### src/rtl/q_update_engine.sv
// Q-learning update stage. It reads Q(s,a) and every Q(s',k), then writes
// Q(s,a) + alpha*(r + gamma*max Q(s',.) - Q(s,a)) back to the same table
// entry. It also reports the argmax action of s'.
//
// state | meaning
// IDLE  | o_ready high, waiting for a transition
// ISSUE | read Q(s,a), then Q(s',0..NA-1); k counts 0..NA
// DRAIN | last read datum (Q(s',NA-1)) arrives
// CALC  | compute the saturated update, load the write-port registers
// WRITE | o_write_en / o_done high for one cycle
module q_update_engine #(
  parameter int STATE_W  = 6,
  parameter int ACT_W    = 2,
  parameter int DATA_W   = 8,
  parameter int ALPHA_SH = 1,
  parameter int GAMMA_SH = 1
) (
  input  logic                       i_clk,
  input  logic                       i_rst,
  input  logic                       i_valid,
  output logic                       o_ready,
  input  logic [STATE_W-1:0]         i_state,
  input  logic [ACT_W-1:0]           i_action,
  input  logic [DATA_W-1:0]          i_reward,
  input  logic [STATE_W-1:0]         i_next_state,
  output logic [STATE_W+ACT_W-1:0]   o_addr_r,
  input  logic [DATA_W-1:0]          i_q_data,
  output logic [STATE_W+ACT_W-1:0]   o_addr_w,
  output logic                       o_write_en,
  output logic [DATA_W-1:0]          o_wdata,
  output logic [ACT_W-1:0]           o_best_action,
  output logic                       o_done
);

  localparam int ADDR_W = STATE_W + ACT_W;
  localparam int NA     = 2 ** ACT_W;
  localparam int CW     = ACT_W + 1;
  localparam int IW     = DATA_W + 2;
  localparam logic signed [IW-1:0] Q_MAX = IW'((2 ** (DATA_W - 1)) - 1);
  localparam logic signed [IW-1:0] Q_MIN = IW'(-(2 ** (DATA_W - 1)));

  typedef enum logic [2:0] {IDLE, ISSUE, DRAIN, CALC, WRITE} state_t;

  state_t                      state;
  logic [CW-1:0]               k;
  logic [STATE_W-1:0]          s_r;
  logic [STATE_W-1:0]          ns_r;
  logic [ACT_W-1:0]            a_r;
  logic signed [DATA_W-1:0]    r_r;
  logic signed [DATA_W-1:0]    q_cur;
  logic signed [DATA_W-1:0]    mx;
  logic [ACT_W-1:0]            best;

  logic signed [DATA_W-1:0]    q_in;
  logic [CW-1:0]               k_m2;
  logic signed [IW-1:0]        mx_x, q_x, r_x, g, td, d, n;
  logic [DATA_W-1:0]           n_sat;

  // Datapath for the update; all intermediates are sign-extended by two bits,
  // which covers the worst-case range of r + g - q_cur.
  always_comb begin
    q_in  = $signed(i_q_data);
    k_m2  = k - CW'(2);
    mx_x  = {{2{mx[DATA_W-1]}}, mx};
    q_x   = {{2{q_cur[DATA_W-1]}}, q_cur};
    r_x   = {{2{r_r[DATA_W-1]}}, r_r};
    g     = mx_x - (mx_x >>> GAMMA_SH);
    td    = r_x + g - q_x;
    d     = td >>> ALPHA_SH;
    n     = q_x + d;
    n_sat = n[DATA_W-1:0];
    if (n > Q_MAX)      n_sat = {1'b0, {(DATA_W-1){1'b1}}};
    else if (n < Q_MIN) n_sat = {1'b1, {(DATA_W-1){1'b0}}};
  end

  // Sequencer: read issue, running max/argmax, update and write strobe.
  always_ff @(posedge i_clk or posedge i_rst) begin
    if (i_rst) begin
      state         <= IDLE;
      k             <= '0;
      s_r           <= '0;
      ns_r          <= '0;
      a_r           <= '0;
      r_r           <= '0;
      q_cur         <= '0;
      mx            <= '0;
      best          <= '0;
      o_ready       <= 1'b0;
      o_addr_r      <= '0;
      o_addr_w      <= '0;
      o_write_en    <= 1'b0;
      o_wdata       <= '0;
      o_best_action <= '0;
      o_done        <= 1'b0;
    end else begin
      case (state)
        IDLE: begin
          if (i_valid && o_ready) begin
            s_r      <= i_state;
            a_r      <= i_action;
            r_r      <= $signed(i_reward);
            ns_r     <= i_next_state;
            k        <= '0;
            o_addr_r <= {i_state, i_action};
            o_ready  <= 1'b0;
            state    <= ISSUE;
          end else begin
            o_ready <= 1'b1;
          end
        end
        ISSUE: begin
          // Address for the next cycle; the datum arriving now is from k-1.
          if (k < CW'(NA)) o_addr_r <= {ns_r, k[ACT_W-1:0]};
          if (k == CW'(1)) q_cur <= q_in;
          if (k >= CW'(2)) begin
            if ((k == CW'(2)) || (q_in > mx)) begin
              mx   <= q_in;
              best <= k_m2[ACT_W-1:0];
            end
          end
          if (k == CW'(NA)) state <= DRAIN;
          else              k     <= k + CW'(1);
        end
        DRAIN: begin
          // Strict compare keeps the lowest index on ties.
          if (q_in > mx) begin
            mx   <= q_in;
            best <= ACT_W'(NA - 1);
          end
          state <= CALC;
        end
        CALC: begin
          o_wdata       <= n_sat;
          o_addr_w      <= {s_r, a_r};
          o_best_action <= best;
          o_write_en    <= 1'b1;
          o_done        <= 1'b1;
          state         <= WRITE;
        end
        WRITE: begin
          o_write_en <= 1'b0;
          o_done     <= 1'b0;
          o_ready    <= 1'b1;
          state      <= IDLE;
        end
        default: state <= IDLE;
      endcase
    end
  end

endmodule

### config.mk
export PLATFORM = sky130hd
export DESIGN_NAME = q_update_engine
export DESIGN_NICKNAME = d
export VERILOG_FILES = /design/src/rtl/q_update_engine.sv
export SDC_FILE = /design/constraint.sdc
export NUM_CORES = 1
export LEC_CHECK = 0
export ABC_AREA = 1
export CAP_MARGIN = 40
export CORE_MARGIN = 4
export CORE_UTILIZATION = 40
export DETAILED_ROUTE_END_ITERATION = 7
export GPL_ROUTABILITY_DRIVEN = 1
export GPL_TIMING_DRIVEN = 1
export PLACE_DENSITY = 0.71
export SYNTH_ARGS = -nofsm -noshare
export SYNTH_HDL_FRONTEND = slang
export SYNTH_SLANG_ARGS = --single-unit
### constraint.sdc
create_clock -name i_clk -period 4.2 [get_ports i_clk]
set_input_delay 0.63 -clock i_clk [delete_from_list [all_inputs] [get_ports i_clk]]
set_output_delay 0.63 -clock i_clk [all_outputs]
set_load 0.005 [all_outputs]
After elaboration in Yosys (flattened, before gate mapping)
Cells that the tools add are included.
{ "totals": {"out_inout_bits": 29, "wordCells": 75, "inputBits": 33, "register_bits": 74} }
{ "classes": {"n_reduce_logical": 13, "eq_ne": 14, "magnitude_cmp": 5, "addsub": 6, "muxes": 22} }
{ "op_table": {"columns": ["op", "count"], "rows": [
  ["8-bit 2-to-1 mux", 7],
  ["8-bit case mux with 2 select lines", 2],
  ["8-bit by 9-bit adder with 10-bit output", 2],
  ["2-bit inequality test, second input constant", 7],
  ["3-bit 2-to-1 mux", 4],
  ["3-bit case mux with 4 select lines", 1],
  ["10-bit by 8-bit greater-than comparator with 1-bit output, second input constant", 1],
  ["10-bit by 8-bit < comparator with 1-bit output, second input constant", 1],
  ["10-bit by 8-bit subtractor with 10-bit output", 1],
  ["3-bit by 2-bit == test with 1-bit output, second input constant", 3],
  ["8-bit by 7-bit subtractor with 9-bit output", 1],
  ["8-bit greater-than comparator", 1],
  ["2-bit nonzero test", 4],
  ["3-bit by 1-bit == test with 1-bit output, second input constant", 2],
  ["3-bit == test, second input constant", 2],
  ["2-bit 2-to-1 mux", 3],
  ["3-bit case mux with 2 select lines", 1],
  ["2-bit AND reduction", 3],
  ["3-bit AND reduction", 2],
  ["1-bit case mux with 2 select lines", 2],
  ["2-bit case mux with 2 select lines", 1],
  ["4-bit AND reduction", 1],
  ["3-bit by 1-bit adder with 3-bit output, second input constant", 1],
  ["3-bit by 2-bit greater-or-equal comparator with 1-bit output, second input constant", 1],
  ["6 further kinds", 6]
]} }

Depth between registers and ports, before layout
{ "logic_depth": {"word_depth": 7, "ltp_mapped": 26} }

Worst setup path after synthesis
No wires, ideal clock.
{ "synth_path": {"path_kind": "flip-flop to flip-flop", "start": "reg mx[1]", "end": "reg o_wdata[2]", "path_stages_with_launch": 24, "n_path_buf": 0, "arrival_time_ps": 3727, "required_time_ps": 4071, "path_slack_ps": 343, "path_cell_list": "dfrtp_1 -> inv_1 -> fa_1 -> inv_1 -> fa_1 -> inv_1 -> nand2_1 -> inv_1 -> fa_1 -> a21oi_1 -> o21bai_1 -> a21oi_1 -> o21bai_1 -> xnor2_1 -> inv_1 -> ha_1 -> nand2_1 -> inv_1 -> a21oi_1 -> nand3_1 -> nand2_1 -> nand2_1 -> a21oi_2 -> a21oi_1"} }
{ "synth_between": {"elab_chain_cells": 7} }
{ "synth_rtl": {"columns": ["item", "line_no", "text"], "rows": [
  ["from (decl)", "51", "logic signed [DATA_W-1:0] mx;"],
  ["from (signal assigned)", "117", "mx <= q_in;"],
  ["from (signal assigned)", "127", "mx <= q_in;"],
  ["8-bit by 7-bit subtractor with 9-bit output (*)", "67", "g = mx_x - (mx_x >>> GAMMA_SH);"],
  ["8-bit by 9-bit adder with 10-bit output (*)", "68", "td = r_x + g - q_x;"],
  ["10-bit by 8-bit subtractor with 10-bit output (*)", "68", null],
  ["8-bit by 9-bit adder with 10-bit output (*)", "70", "n = q_x + d;"],
  ["10-bit by 8-bit < comparator with 1-bit output", "73", "else if (n < Q_MIN) n_sat = {1'b1, {(DATA_W-1){1'b0}}};"],
  ["8-bit 2-to-1 mux", "73", null],
  ["8-bit 2-to-1 mux (*)", "72", "if (n > Q_MAX) n_sat = {1'b0, {(DATA_W-1){1'b1}}};"],
  ["to (signal assigned)", "133", "o_wdata <= n_sat;"],
  ["to (decl)", "30", "output logic [DATA_W-1:0] o_wdata,"]
]} }
Every way passes the cells marked *; elsewhere a longest branch is shown, timed or not.
A chain may end at the register's enable or synchronous reset.

Final worst setup path
{ "layout_path": {"start": "reg r_r[0]", "end": "reg o_wdata[3]"} }
{ "layout_between": {"elab_chain_cells": 6} }
{ "layout_rtl": {"columns": ["item", "line_no", "text"], "rows": [
  ["from (decl)", "49", "logic signed [DATA_W-1:0] r_r;"],
  ["from (signal assigned)", "101", "r_r <= $signed(i_reward);"],
  ["8-bit by 9-bit adder with 10-bit output (*)", "68", null],
  ["10-bit by 8-bit subtractor with 10-bit output (*)", "68", null],
  ["8-bit by 9-bit adder with 10-bit output (*)", "70", null],
  ["10-bit by 8-bit < comparator with 1-bit output", "73", null],
  ["8-bit 2-to-1 mux", "73", null],
  ["8-bit 2-to-1 mux (*)", "72", null]
]} }
Marked as above.

==> run summary <==
clock buffer count from CTS: 9
Min-Delay Path Class: reg2reg
width of the chip: 113.4 um
pin count of the biggest net entering global routing: 41
total number of yosys warnings: 0
series of cell instances along the critical path: fa_1, inv_1, fa_1, inv_1, nand2_2, inv_2, fa_2, a21oi_2, o21bai_2, a21oi_1, o21bai_1, xnor2_1, inv_1, ha_4, nand2_2, nor2_1, nand2_1, nand2_1, nand2_1, nand2_1, nand2_2, a21oi_4, a21oi_2
cell type with the largest total area after synthesis: sky130_fd_sc_hd__dfrtp_1
routed wire length: 10.39 mm
die footprint: 0.01287 mm^2
data required time at the worst endpoint: 4450 ps
clock period minus worst slack: 3993 ps
number of nets at the end of the flow: 683
layout cells sized above 1: 11.35%
total number of placement rows: 38
overall via count from detail_route: 3,626
Total GRT Usage: 17.01%
outcome: finished, final reports clean
via count of the first global-routing pass: 3,591
maximum clock frequency: 0.2504 GHz
Final Hold Vio Count: 0
final cell count without fillers: 748
delay contributed by the slowest stage of the critical path: 530 ps
measured slew at the worst slew-check pin: 746.7 ps
sequential share of the synthesized area: 41.64%
Worst-Skew Late Latency: 360 ps
Critical-path top delay cell: sky130_fd_sc_hd__fa_1
commonest register cell after synthesis: sky130_fd_sc_hd__dfrtp_1
Synth Net Count: 615
Syn-to-layout area delta: 24.99%
number of search-and-repair iterations in the first detailed-routing pass: 5
residual antenna-violating net count after detailed routing: 0
Worst-path clk slew: 80 ps
Avg Synthesized Cell Area: 8.312 um^2
clock tree sinks: 74
final worst setup slack: 207.0 ps
async set-or-reset flop fraction in the synthesized netlist: 100.0%
number of antenna violations at the first check in global routing: 0
CTS H-Tree Depth: 3
Pins Over Slew Limit: 0
final design instance area without fill: 0.005558 mm^2
ports placed on the boundary: 62
startpoint-to-endpoint class of the critical path: reg2reg
Netlist Area Pre-Place: 0.004447 mm^2
Starting DRT DRC Count: 160
global placer's final weighted congestion: 0.9143
synthesized instance count: 535
average wire length per cell after detail routing: 13.88 um
Final Cycle Share: 95.07%
Buffers on Ports: 61
initial cell density of the core: 41.02%
maximum fanout along the worst path: 5
most common cell in the netlist: sky130_fd_sc_hd__nand2_1
wire length of the first global-routing pass: 17.49 mm
CTS tree: done
count of endpoints failing setup in the final report: 0
setup repair after global routing missed its margin: yes
DRC errors left: 0
HPWL after DPL: 7.820 mm
Die Height: 113.4 um
count of state elements after synthesis: 74
most common library cells after synthesis: 165 x sky130_fd_sc_hd__nand2_1, 80 x sky130_fd_sc_hd__inv_1, 74 x sky130_fd_sc_hd__dfrtp_1
total grt overflow: 0
worst-case setup slack after placement: -12.03 ps
number of enable-type register cells in the synthesized netlist: 0
max-capacitance violation count: 0
worst-case clock skew: 10.72 ps
Slew HR: 49.95%
clock root buffer: sky130_fd_sc_hd__clkbuf_8
Data arrival, critical path: 4240 ps
most frequent cell on the critical path: sky130_fd_sc_hd__nand2_1
most area-consuming cells after synthesis: sky130_fd_sc_hd__dfrtp_1 42%, sky130_fd_sc_hd__nand2_1 14%, sky130_fd_sc_hd__ha_1 8.4%
DP Area: 0.005200 mm^2
number of library cell types mapped by synthesis: 32
area fraction of the dominant cell type after synthesis: 41.64%
number of placed cells counting well taps: 725
number of buffers between clock root and the deepest sink: 2
total inserted antenna cells: 0
Floorplan Core Area: 0.01084 mm^2
via/cell ratio: 4.848
critical path capture point type: flop
startpoint kind of the worst setup timing path: flop
[cells in the final DEF, fill, tap and decap left out, types with 9 or more instances in the layout]
| cell | n |
|---|---|
| sky130_fd_sc_hd__a21oi_1 | 16 |
| sky130_fd_sc_hd__inv_2 | 9 |
| sky130_fd_sc_hd__dfrtp_1 | 72 |
| sky130_fd_sc_hd__nand4_1 | 11 |
| sky130_fd_sc_hd__buf_4 | 10 |
| sky130_fd_sc_hd__xor2_1 | 10 |
| sky130_fd_sc_hd__o21ai_0 | 27 |
| sky130_fd_sc_hd__nor2_1 | 24 |
| sky130_fd_sc_hd__inv_1 | 76 |
| sky130_fd_sc_hd__clkbuf_8 | 10 |
| sky130_fd_sc_hd__ha_1 | 25 |
| sky130_fd_sc_hd__clkdlybuf4s50_1 | 61 |
| sky130_fd_sc_hd__nand2_1 | 158 |
| sky130_fd_sc_hd__fa_1 | 16 |
| sky130_fd_sc_hd__nand3_1 | 13 |
[repair_timing]
action / in CTS / in global routing
hold buffers: 0 / 0
pin swaps: 1 / 10
gates resized for setup: 2 / 30
endpoints found under the setup margin: 2 / 7
buffers inserted: 0 / 7
[stage by stage]
stage	utilization (%)	TNS [ps]	hold slack, ps
final	51.27	0	488.6
after global routing	51.27	-84.17	512.6
after CTS	49.71	0	487.4
after detailed placement	47.97	-15.83	466.1
after global placement	47.78	0	462.7
after floorplan	-	0	442.2
[path summary, 6_finish.rpt]
kind,startpoint,cells after the start,slack [ps],endpoint
worst max-delay path,r_r[0],23,210,o_wdata[3]
worst min-delay path,o_wdata[1],2,490,o_wdata[1]
worst max register to register,r_r[0],23,210,o_wdata[3]
max in group asynchronous,i_rst,4,2920,q_cur[5]
worst min register to register,o_wdata[1],2,490,o_wdata[1]
min in group asynchronous,i_rst,3,680,s_r[5]
[cell families (layout without fill, tap and decap cells)]
family	count (synthesis)	count (layout)	share of synthesized area, %
flops	74	74	41.64
compound gates	72	72	9.032
mux	6	6	1.519
fa+ha+maj	47	47	16.09
xor+xnor	12	12	2.364
buf+inv	100	173	8.863
simple gates	224	224	20.48
[final cells by class]
| type | instances | area (um^2) |
|---|---|---|
| fill | 1021 | 5283 |
| multi-input combinational | 361 | 2322 |
| sequential | 74 | 1854 |
| timing repair buffer | 72 | 705.7 |
| inverter | 85 | 319.1 |
| tap | 140 | 175.2 |
| clock buffer | 11 | 141.4 |
| clock inverter | 5 | 40.04 |
[layer usage]
| layer | part of all wire, % | vias up | track usage (%) | wire, um |
|---|---|---|---|---|
| met5 | 0 | - | 0 | 0 |
| met4 | 1.3 | 0 | 5.689 | 136 |
| met3 | 3.8 | 11 | 2.971 | 398 |
| met2 | 49 | 61 | 28.24 | 5108 |
| met1 | 46 | 1729 | 22.66 | 4742 |
| li1 | - | 1825 | - | - |
[state kept, by name, summed over array words and instances, names as in the netlist]
signal         cells
mx                 8
o_addr_r           8
o_addr_w           8
o_wdata            8
q_cur              8
r_r                8
ns_r               6
s_r                6
k                  3
state              3
a_r                2
best               2
o_best_action      2
o_done             1
o_ready            1
[critical path, delay by kind of cell, from the launching register on]
| kind | cells | cell delay [ps] |
|---|---|---|
| fa+ha+maj | 4 | 1680 |
| flops | 1 | 410 |
| simple gates | 8 | 580 |
| xor+xnor | 1 | 160 |
| compound gates | 6 | 800 |
| buf+inv | 4 | 240 |
Power is left out: the tool's default activity adds up to more than one toggle a clock period on the data nets, which glitch-free logic cannot reach.
